===== src/rtl/rr_sel_encoder_2b.sv =====
// Round-robin 4-way sequencer producing the registered 2-bit select code for a 2-to-4 decoder,
// with grant hold/timeout and break-before-make dead time between grants.
module rr_sel_encoder_2b #(
   parameter int HOLD_MAX   = 15,
   parameter int GAP_CYCLES = 1,
   parameter int CNT_W      = 4
) (
   input  logic       clk,
   input  logic       rst_n,
   input  logic [3:0] req,
   input  logic       done,
   output logic [1:0] sel_code,
   output logic       sel_valid,
   output logic [3:0] grant_onehot,
   output logic       timeout
);

   typedef enum logic [1:0] {
      S_IDLE  = 2'd0,
      S_GRANT = 2'd1,
      S_GAP   = 2'd2
   } state_t;

   localparam logic [CNT_W-1:0] HOLD_LAST = CNT_W'(HOLD_MAX - 1);
   localparam logic [CNT_W-1:0] GAP_LAST  = CNT_W'(GAP_CYCLES - 1);
   localparam logic [CNT_W-1:0] CNT_MAX   = '1;

   state_t           state_q, state_d;
   logic [1:0]       ptr_q, ptr_d;
   logic [CNT_W-1:0] cnt_q, cnt_d;
   logic [1:0]       sel_code_q, sel_code_d;
   logic             sel_valid_q, sel_valid_d;
   logic [3:0]       grant_onehot_q, grant_onehot_d;
   logic             timeout_q, timeout_d;

   logic [1:0]       win;
   logic             found;
   logic [1:0]       idx;
   logic [CNT_W-1:0] cnt_inc;

   // Search starts just after the last winner, so the last winner has lowest priority.
   always_comb begin
      win   = 2'd0;
      found = 1'b0;
      idx   = 2'd0;
      for (int i = 1; i <= 4; i++) begin
         idx = ptr_q + 2'(i);
         if (req[idx] && !found) begin
            win   = idx;
            found = 1'b1;
         end
      end
   end

   assign cnt_inc = (cnt_q == CNT_MAX) ? cnt_q : cnt_q + CNT_W'(1);

   always_comb begin
      state_d        = state_q;
      ptr_d          = ptr_q;
      cnt_d          = cnt_q;
      sel_code_d     = sel_code_q;
      sel_valid_d    = sel_valid_q;
      grant_onehot_d = grant_onehot_q;
      timeout_d      = 1'b0;
      case (state_q)
         S_IDLE: begin
            if (found) begin
               state_d        = S_GRANT;
               sel_code_d     = win;
               sel_valid_d    = 1'b1;
               grant_onehot_d = 4'b0001 << win;
               ptr_d          = win;
               cnt_d          = '0;
            end
         end
         S_GRANT: begin
            cnt_d = cnt_inc;
            // done has priority over the hold limit; sel_code is left untouched for the decoder.
            if (done || (cnt_q == HOLD_LAST)) begin
               state_d        = S_GAP;
               sel_valid_d    = 1'b0;
               grant_onehot_d = 4'b0000;
               cnt_d          = '0;
               timeout_d      = !done;
            end
         end
         S_GAP: begin
            if (cnt_q == GAP_LAST) begin
               state_d = S_IDLE;
               cnt_d   = '0;
            end else begin
               cnt_d = cnt_inc;
            end
         end
         default: begin
            state_d        = S_IDLE;
            sel_valid_d    = 1'b0;
            grant_onehot_d = 4'b0000;
            cnt_d          = '0;
         end
      endcase
   end

   always_ff @(posedge clk or negedge rst_n) begin
      if (!rst_n) begin
         state_q        <= S_IDLE;
         ptr_q          <= 2'd3;
         cnt_q          <= '0;
         sel_code_q     <= 2'd0;
         sel_valid_q    <= 1'b0;
         grant_onehot_q <= 4'b0000;
         timeout_q      <= 1'b0;
      end else begin
         state_q        <= state_d;
         ptr_q          <= ptr_d;
         cnt_q          <= cnt_d;
         sel_code_q     <= sel_code_d;
         sel_valid_q    <= sel_valid_d;
         grant_onehot_q <= grant_onehot_d;
         timeout_q      <= timeout_d;
      end
   end

   assign sel_code     = sel_code_q;
   assign sel_valid    = sel_valid_q;
   assign grant_onehot = grant_onehot_q;
   assign timeout      = timeout_q;

endmodule


===== config.mk =====
export PLATFORM = sky130hd
export DESIGN_NAME = rr_sel_encoder_2b
export DESIGN_NICKNAME = d
export VERILOG_FILES = /design/src/rtl/rr_sel_encoder_2b.sv
export SDC_FILE = /design/constraint.sdc
export NUM_CORES = 1
export LEC_CHECK = 0
export CAP_MARGIN = 40
export CORE_ASPECT_RATIO = 1.1
export CORE_MARGIN = 8
export CORE_UTILIZATION = 52
export CTS_CLUSTER_DIAMETER = 50
export DETAILED_ROUTE_END_ITERATION = 7
export MAX_ROUTING_LAYER = met4
export PLACE_DENSITY = 0.82
export SETUP_SLACK_MARGIN = 0.02
export SLEW_MARGIN = 20
export SYNTH_ARGS = -nofsm -noshare
export SYNTH_HDL_FRONTEND = slang
export SYNTH_SLANG_ARGS = --single-unit

===== constraint.sdc =====
create_clock -name clk -period 2.1 [get_ports clk]
set_input_delay 0.21 -clock clk [delete_from_list [all_inputs] [get_ports clk]]
set_output_delay 0.21 -clock clk [all_outputs]
set_load 0.02 [all_outputs]

**Word level (Yosys, flattened, before mapping)**

Index checks and enable logic that the tools add are counted.

- Register bits after elaboration: 16
- Input bits: 7
- Output and inout bits: 8
- Logic and storage cells: 70

- Add/subtract/negate cells: 4
- $lt $le $gt $ge: 4
- Equality and inequality tests: 7
- Shifts and indexed selects: 1
- Muxes and demuxes: 33
- Bitwise gates (word level): 1
- Reduce and logical (&&, ||, !) cells: 13

Operators by type and width:

| cell | count |
|---|---|
| 2-to-1 mux 4 bit | 6 |
| one-hot mux 4 bit (3 select lines) | 2 |
| 2-to-1 mux 2 bit | 7 |
| less-than comparator 2 x 3 -> 1 bit, second input constant | 4 |
| 2-to-1 mux 1 bit | 12 |
| binary-select mux 1 bit (select 2 bit) | 4 |
| equality test 4 bit, second input constant | 2 |
| != test 2 bit, second input constant | 3 |
| one-hot mux 2 bit (3 select lines) | 1 |
| AND reduction 3 bit | 2 |
| adder 2 bit, second input constant | 2 |
| adder 4 x 1 -> 4 bit, second input constant | 1 |
| logical NOT 1 bit | 4 |
| logical NOT 4 bit | 1 |
| << shifter 1 x 2 -> 4 bit, first input constant | 1 |
| logical AND 1 bit | 3 |
| one-hot mux 1 bit (3 select lines) | 1 |
| adder 2 x 1 -> 2 bit, second input constant | 1 |
| equality test 2 x 1 -> 1 bit, second input constant | 1 |
| equality test 2 bit, second input constant | 1 |
| logical NOT 2 bit | 1 |
| AND reduction 2 bit | 1 |
| logical OR 1 bit | 1 |
| inverter 1 bit | 1 |

**Longest topological paths before layout**

Gate-level depths: netlist of run 1.

- Word-level depth: 16
- Gate-level depth with buffers: 7

**Least setup slack after synthesis of run 1**

Ideal clock, no wire load.

- Kind: register to register
- Start: reg cnt_q[0]
- End: reg state_q[1]
- Arrival: 1460 ps
- Data required time: 1975 ps
- Slack: 515 ps
- Stages on the path, launching flop included: 7
- Buffers on the path: 0
- Clock period less this slack: 1585 ps
- Cell sequence: dfrtp_1 inv_1 ha_1 nand3_1 a31o_2 a21boi_4 mux2_4

- Word-level cells in the longest chain between the ends: 4
- Elaborated cells between the ends (all ways): 6
- Classes of those cells: eq/ne (3); reduce/logical (3)

RTL lines:

| item | RTL line | text |
|---|---|---|
| start, declared | 30 | `logic [CNT_W-1:0] cnt_q, cnt_d;` |
| start signal, assigned | 116 | `cnt_q <= cnt_d;` |
| equality test 4 bit | 79 | `if (done \|\| (cnt_q == HOLD_LAST)) begin` |
| logical OR 1 bit | 79 |  |
| != test 2 bit (no source line) | - |  |
| AND reduction 3 bit (no source line) * | - |  |
| end signal, assigned | 114 | `state_q <= state_d;` |
| end, declared | 28 | `state_t state_q, state_d;` |

Mark *: on every way between the ends. The rest lies on a longest branch, timed or not.
A chain may end at the register's enable or synchronous reset.

**Worst setup path after layout of run 1**

- Start: reg cnt_q[0]
- End: reg grant_onehot_q[1] (netlist: grant_onehot[1])

- Word-level cells in the longest chain between the ends: 4

RTL lines:

| item | RTL line | text |
|---|---|---|
| equality test 4 bit | 79 |  |
| logical OR 1 bit | 79 |  |
| != test 2 bit (no source line) | - |  |
| AND reduction 3 bit (no source line) | - |  |
| end signal, assigned | 119 | `grant_onehot_q <= grant_onehot_d;` |
| end, declared | 33 | `logic [3:0] grant_onehot_q, grant_onehot_d;` |

No other way between the ends.

==> results.tsv, run 1 <==
metric	value	unit
status	complete, no violations	
final worst slack	301	ps
Die Height	61.4	um
clock latency on the worst-skew pair	280	ps
Syn Std Cell Area	976	um2
Seq/Total Area, Yosys	41.3	%
slew margin rel.	51.5	%
share of cells above drive strength 1	16.1	%
Mapped Cells	101	
flops & latches, synth	16	
WP buf/inv	1	
Critical R2R Launch	cnt_q[0]	
ant diodes	0	
CP delay by family, top	compound AO/OA/AOI/OAI gates	
syn nets	114	
CP required	2310	ps
Syn Area/Cell	9.66	um2
Synthesis Warnings	0	
Area Overhead vs Synth	20.3	%
Max Cap Viol	0	
Max FO, Critical Path	17	
async set or reset register ratio after synthesis	100	%
TritonCTS clock tree	built	
most frequent cell after synthesis	dfrtp_1	
top_reg_cell synth	dfrtp_1	
largest net degree at the start of global routing	18	
fmax	0.556	GHz
Longest Clk Path Bufs	2	
Slew Viols, Final	0	
Fin Setup TNS	0	ps
Critical Path Start Type	flop	
Crit-path slowest cell	dfrtp_1	
Setup Skew	2.37	ps
Hold Fails Final Rpt	0	
PortBufs	14	
Num CTS Buffers	3	
core area	1780	um2
Rows	16	
fin nets	132	
Root Driver	clkbuf_4	
Largest stage delay, worst path	450	ps
pre-CTS WS	214	ps
drt total wl	2020	um
detailed-route wire length per cell	14.8	um
Fillers	158	
worst IR drop on VDD	0.00101	V
die area	3520	um2
CP Capture Type	flop	
Synth area leaders	dfrtp_1, ha_1, a21oi_1, dfstp_2, nand4_1	
hold buffer count at CTS	0	
Leak	0.534	nW
period utilization	85.7	%
DPL Wire Length	1550	um
commonest cells in the netlist	dfrtp_1, a21oi_1, ha_1, inv_1, nor2_1	
CP cell instances	inv_1 -> ha_1 -> nand3_1 -> a31o_2 -> or3_1 -> o21ai_1	
vias per cell	5.93	
pwr/cell area	1320	nW/um2
H-tree lvl count	1	
cell accounting for the most synthesized area	dfrtp_1	
initial antenna violation count	0	
post-synth cell types	36	
vias in the first global route	804	
Final ANT Viol Nets	0	
final total power	1.55	mW
Tmin final	1800	ps
Die X	57.3	um
GRT Overall Usage	12.4	%
final setup violation count	0	
Routability Congestion	0.818	
Worst Setup SP	cnt_q[0]	
Congestion Overflow GR	0	
WS Path Type	reg -> reg	
DRT iter0 DRCs	14	
Initial Util	54.8	%
post-synth top area share	35.9	%
RSZ-0062 raised after global routing	false	
first-pass GRT wire length	3370	um
EDFF count, synth	0	
Residual DRC	0	
post-CTS sizing	0	
Worst EP arrival	2010	ps
Worst-Margin Slew	725	ps
total vias in the final route	806	
Sink Count	16	
# IOs	15	
worst min path class	in -> async	
Post-CTS Setup Bufs	0	
TritonRoute pass-1 iters	4	
final core occ	65.9	%
clock slew at reported path FFs	90	ps
-- metrics by stage --
step	instance area, um2	cells	hold slack (ps)
floorplan	976	101	-85.6
global placement	1140	132	468
detailed placement	1140	132	468
CTS	1170	136	363
global route	1170	136	409
finish	1170	136	355
-- path summary, 6_finish.rpt --
| path | to | slack [ps] | depth (start not counted) |
|---|---|---|---|
| min in group clk | sel_valid | 500 | 1 |
| hold reg to reg | sel_valid | 500 | 1 |
| hold / removal | grant_onehot[3] | 350 | 1 |
| setup reg to reg | grant_onehot[1] | 300 | 6 |
| setup / recovery | grant_onehot[1] | 300 | 6 |
| max in group asynchronous | cnt_q[0] | 1290 | 1 |
-- layout make-up --
type / instances / area, um2 / area share (%)
well taps: 18 / 22.5 / 1.92
flip-flops and latches: 16 / 403 / 34.3
inverters: 6 / 22.5 / 1.92
clock buffers: 4 / 36.3 / 3.09
repair buffers: 15 / 148 / 12.6
multi-input cells: 77 / 542 / 46.2
-- logic make-up (layout without fill, tap and decap cells) --
logic type	Yosys count	after routing	synth area share [%]
muxes	1	1	1.54
DFF	16	16	41.3
adders and majority gates	6	6	7.69
buffers and inverters	8	25	3.20
AOI/OAI and AO/OA	27	27	18.2
and+or+nand+nor	43	43	28.1
-- report_power, final --
| part | switching (mW) | leakage [nW] | internal (mW) |
|---|---|---|---|
| logic | 0.479 | 0.309 | 0.344 |
| clock network | 0.0942 | 0.0210 | 0.105 |
| registers | 0.0910 | 0.204 | 0.439 |
-- registers in the layout, indices dropped and copies added, names as in the netlist --
signal,flops
sel_code,2
cnt_q,4
sel_valid,1
grant_onehot,4
state_q,2
timeout,1
ptr_q,2
-- worst reg2reg max path: stages (launching register included) --
cell,delay [ps]
dfrtp_1,450
inv_1,110
ha_1,140
nand3_1,90
a31o_2,390
or3_1,410
o21ai_1,130
-- routing by layer --
metal / part of all wire [%] / global-route usage (%) / vias up
met4: 0.64 / 7.50 / 0
met1: 46 / 12.9 / 390
li1: - / - / 400
met2: 49 / 21.1 / 14
met3: 4.1 / 3.13 / 2
met5: 0 / - / -
-- cell usage in the layout (no fill, tap or decap), types with 2 or more instances in the layout --
cell type and n:
ha_1 6, inv_1 6, and3_2 4, dfstp_2 2, nor2b_1 2, nor3b_1 2, and3_1 2, dfrtp_1 14
nand3_1 2, nand2b_1 4, nand3b_1 2, nor2_1 6, or2b_1 2, or3_1 2, clkdlybuf4s50_1 14, o21ai_1 4
a31oi_1 2, a21oi_1 12, nand2_1 5, clkbuf_4 3, nand4_1 5
Power figures use the tool's default switching activity.
==> inputs of run 2 (changes only) <==
- CORE_MARGIN: 8 -> 4
==> run 2 against run 1 <==
Cell count did not move. Power about the same. Non-clock buffer count unchanged. Clock power down 2%. Sequential share of layout area is the same. First-iteration DRC count decreased by 50%. Global-route usage rose by 5.0 points. Clock-buffer cell count is the same. Sequential power about the same. Design area unchanged. Register-to-register slack worse by 20 ps. Largest cell class unchanged.
==> results.tsv, run 2 (same netlist as run 1, synthesis figures left out) <==
metric	value	unit	change
# IOs	15		unchanged
Root Driver	clkbuf_4		unchanged
RSZ-0062 raised after global routing	false		unchanged
routed wl met2	1040	um	was 991 um
TritonRoute pass-1 iters	4		unchanged
die area	2630	um2	was 3520 um2
hold buffer count at CTS	0		unchanged
Critical R2R Launch	cnt_q[0]		unchanged
Longest Clk Path Bufs	2		unchanged
Worst-Margin Slew	722	ps	was 725 ps
Final ANT Viol Nets	0		unchanged
worst min path class	in -> async		unchanged
Residual DRC	0		unchanged
CP Capture Type	flop		unchanged
WS Path Type	reg -> reg		unchanged
detailed-route wire length per cell	14.5	um	was 14.8 um
GRT Overall Usage	17.4	%	was 12.4%
period utilization	86.4	%	was 85.7%
pwr/cell area	1320	nW/um2	about the same
clock latency on the worst-skew pair	280	ps	about the same
status	complete, no violations		unchanged
post-CTS sizing	0		unchanged
Hold Fails Final Rpt	0		unchanged
metal3 WL	77	um	was 83 um
Tmin final	1810	ps	was 1800 ps
Worst Setup SP	cnt_q[0]		unchanged
fmax	0.551	GHz	was 0.556 GHz
Routability Congestion	0.863		was 0.818
Combinational Power Share	53.2	%	was 53.0%
Clock power frac	12.6	%	was 12.9%
final setup violation count	0		unchanged
P_int	889	uW	about the same
pre-CTS WS	245	ps	was 214 ps
switching part of the total power	42.8	%	about the same
Worst EP arrival	2020	ps	was 2010 ps
Fillers	147		was 158
met1 wire length	830	um	was 928 um
top routing layer used	met4		unchanged
final worst slack	286	ps	was 301 ps
vias per cell	6.09		was 5.93
sequential share of power	34.2	%	was 34.1%
DRT iter0 DRCs	7		was 14
TritonCTS clock tree	built		unchanged
CP required	2310	ps	about the same
share of cells above drive strength 1	16.1	%	unchanged
core area	1780	um2	unchanged
Die Height	53.4	um	was 61.4 um
Initial Util	54.8	%	unchanged
Die X	49.3	um	was 57.3 um
Congestion Overflow GR	0		unchanged
Leak	0.534	nW	unchanged
first-pass GRT wire length	3350	um	was 3370 um
Sink Count	16		unchanged
Num CTS Buffers	3		unchanged
ant diodes	0		unchanged
final total power	1.55	mW	about the same
Rows	16		unchanged
Setup Skew	3.13	ps	was 2.37 ps
H-tree lvl count	1		unchanged
drt total wl	1970	um	was 2020 um
clock slew at reported path FFs	90	ps	about the same
Max Cap Viol	0		unchanged
worst IR drop on VDD	0.000878	V	was 0.00101 V
fin nets	132		unchanged
Max FO, Critical Path	17		unchanged
Fin Setup TNS	0	ps	unchanged
Slew Viols, Final	0		unchanged
Area Overhead vs Synth	20.3	%	unchanged
net switching power	665	uW	about the same
PortBufs	14		unchanged
largest net degree at the start of global routing	18		unchanged
Post-CTS Setup Bufs	0		unchanged
total vias in the final route	828		was 806
final core occ	65.9	%	unchanged
Critical Path Start Type	flop		unchanged
DPL Wire Length	1490	um	was 1550 um
slew margin rel.	51.7	%	was 51.5%
commonest cells after routing, fill and taps aside	dfrtp_1, clkdlybuf4s50_1, a21oi_1		unchanged
initial antenna violation count	0		unchanged
vias in the first global route	819		was 804
==> run 2: worst paths after layout <==
kind	to	slack [ps]	cells after the start
max in group asynchronous	cnt_q[0]	1290	1
min in group clk	ptr_q[1]	490	2
worst min register to register	ptr_q[1]	490	2
worst min-delay path	sel_valid	360	1
worst max register to register	grant_onehot[1]	290	6
worst max-delay path	grant_onehot[1]	290	6
==> run 2: cell type report <==
cell class                 count  area (um2)  area share (%)
sequential                    16         403            34.3
multi-input combinational     77         542            46.2
timing repair buffer          15         148            12.6
inverter                       6        22.5            1.92
clock buffer                   4        36.3            3.09
tap                           18        22.5            1.92
==> run 2: power by group through the flow <==
| stage | clock, mW | sequential [mW] | combinational [mW] |
|---|---|---|---|
| final | 0.196 | 0.532 | 0.827 |
| after floorplan | 0 | 0.599 | 0.484 |
| after global placement | 0 | 0.531 | 0.795 |
| after detailed placement | 0 | 0.538 | 0.822 |
| after CTS | 0.203 | 0.532 | 0.824 |
| after global routing | 0.222 | 0.549 | 0.910 |
==> run 2: per-stage QoR <==
step / cell area, um2 / cells / hold slack (ps)
2_1_floorplan: 976 / 101 / -85.6
3_3_place_gp: 1140 / 132 / 467
3_5_place_dp: 1140 / 132 / 481
4_1_cts: 1170 / 136 / 367
5_1_grt: 1170 / 136 / 395
6_report: 1170 / 136 / 355
==> run 2: critical path: stages, from the launching register on <==
cell and delay [ps]:
dfrtp_1 460, inv_1 110, ha_1 140, nand3_1 100
a31o_2 390, or3_1 410, o21ai_1 140
==> run 2: routing by layer <==
metal	global-route usage [%]	up-vias
met5	-	-
met4	11.4	0
met3	3.94	4
met2	31.0	20
met1	17.2	402
li1	-	402
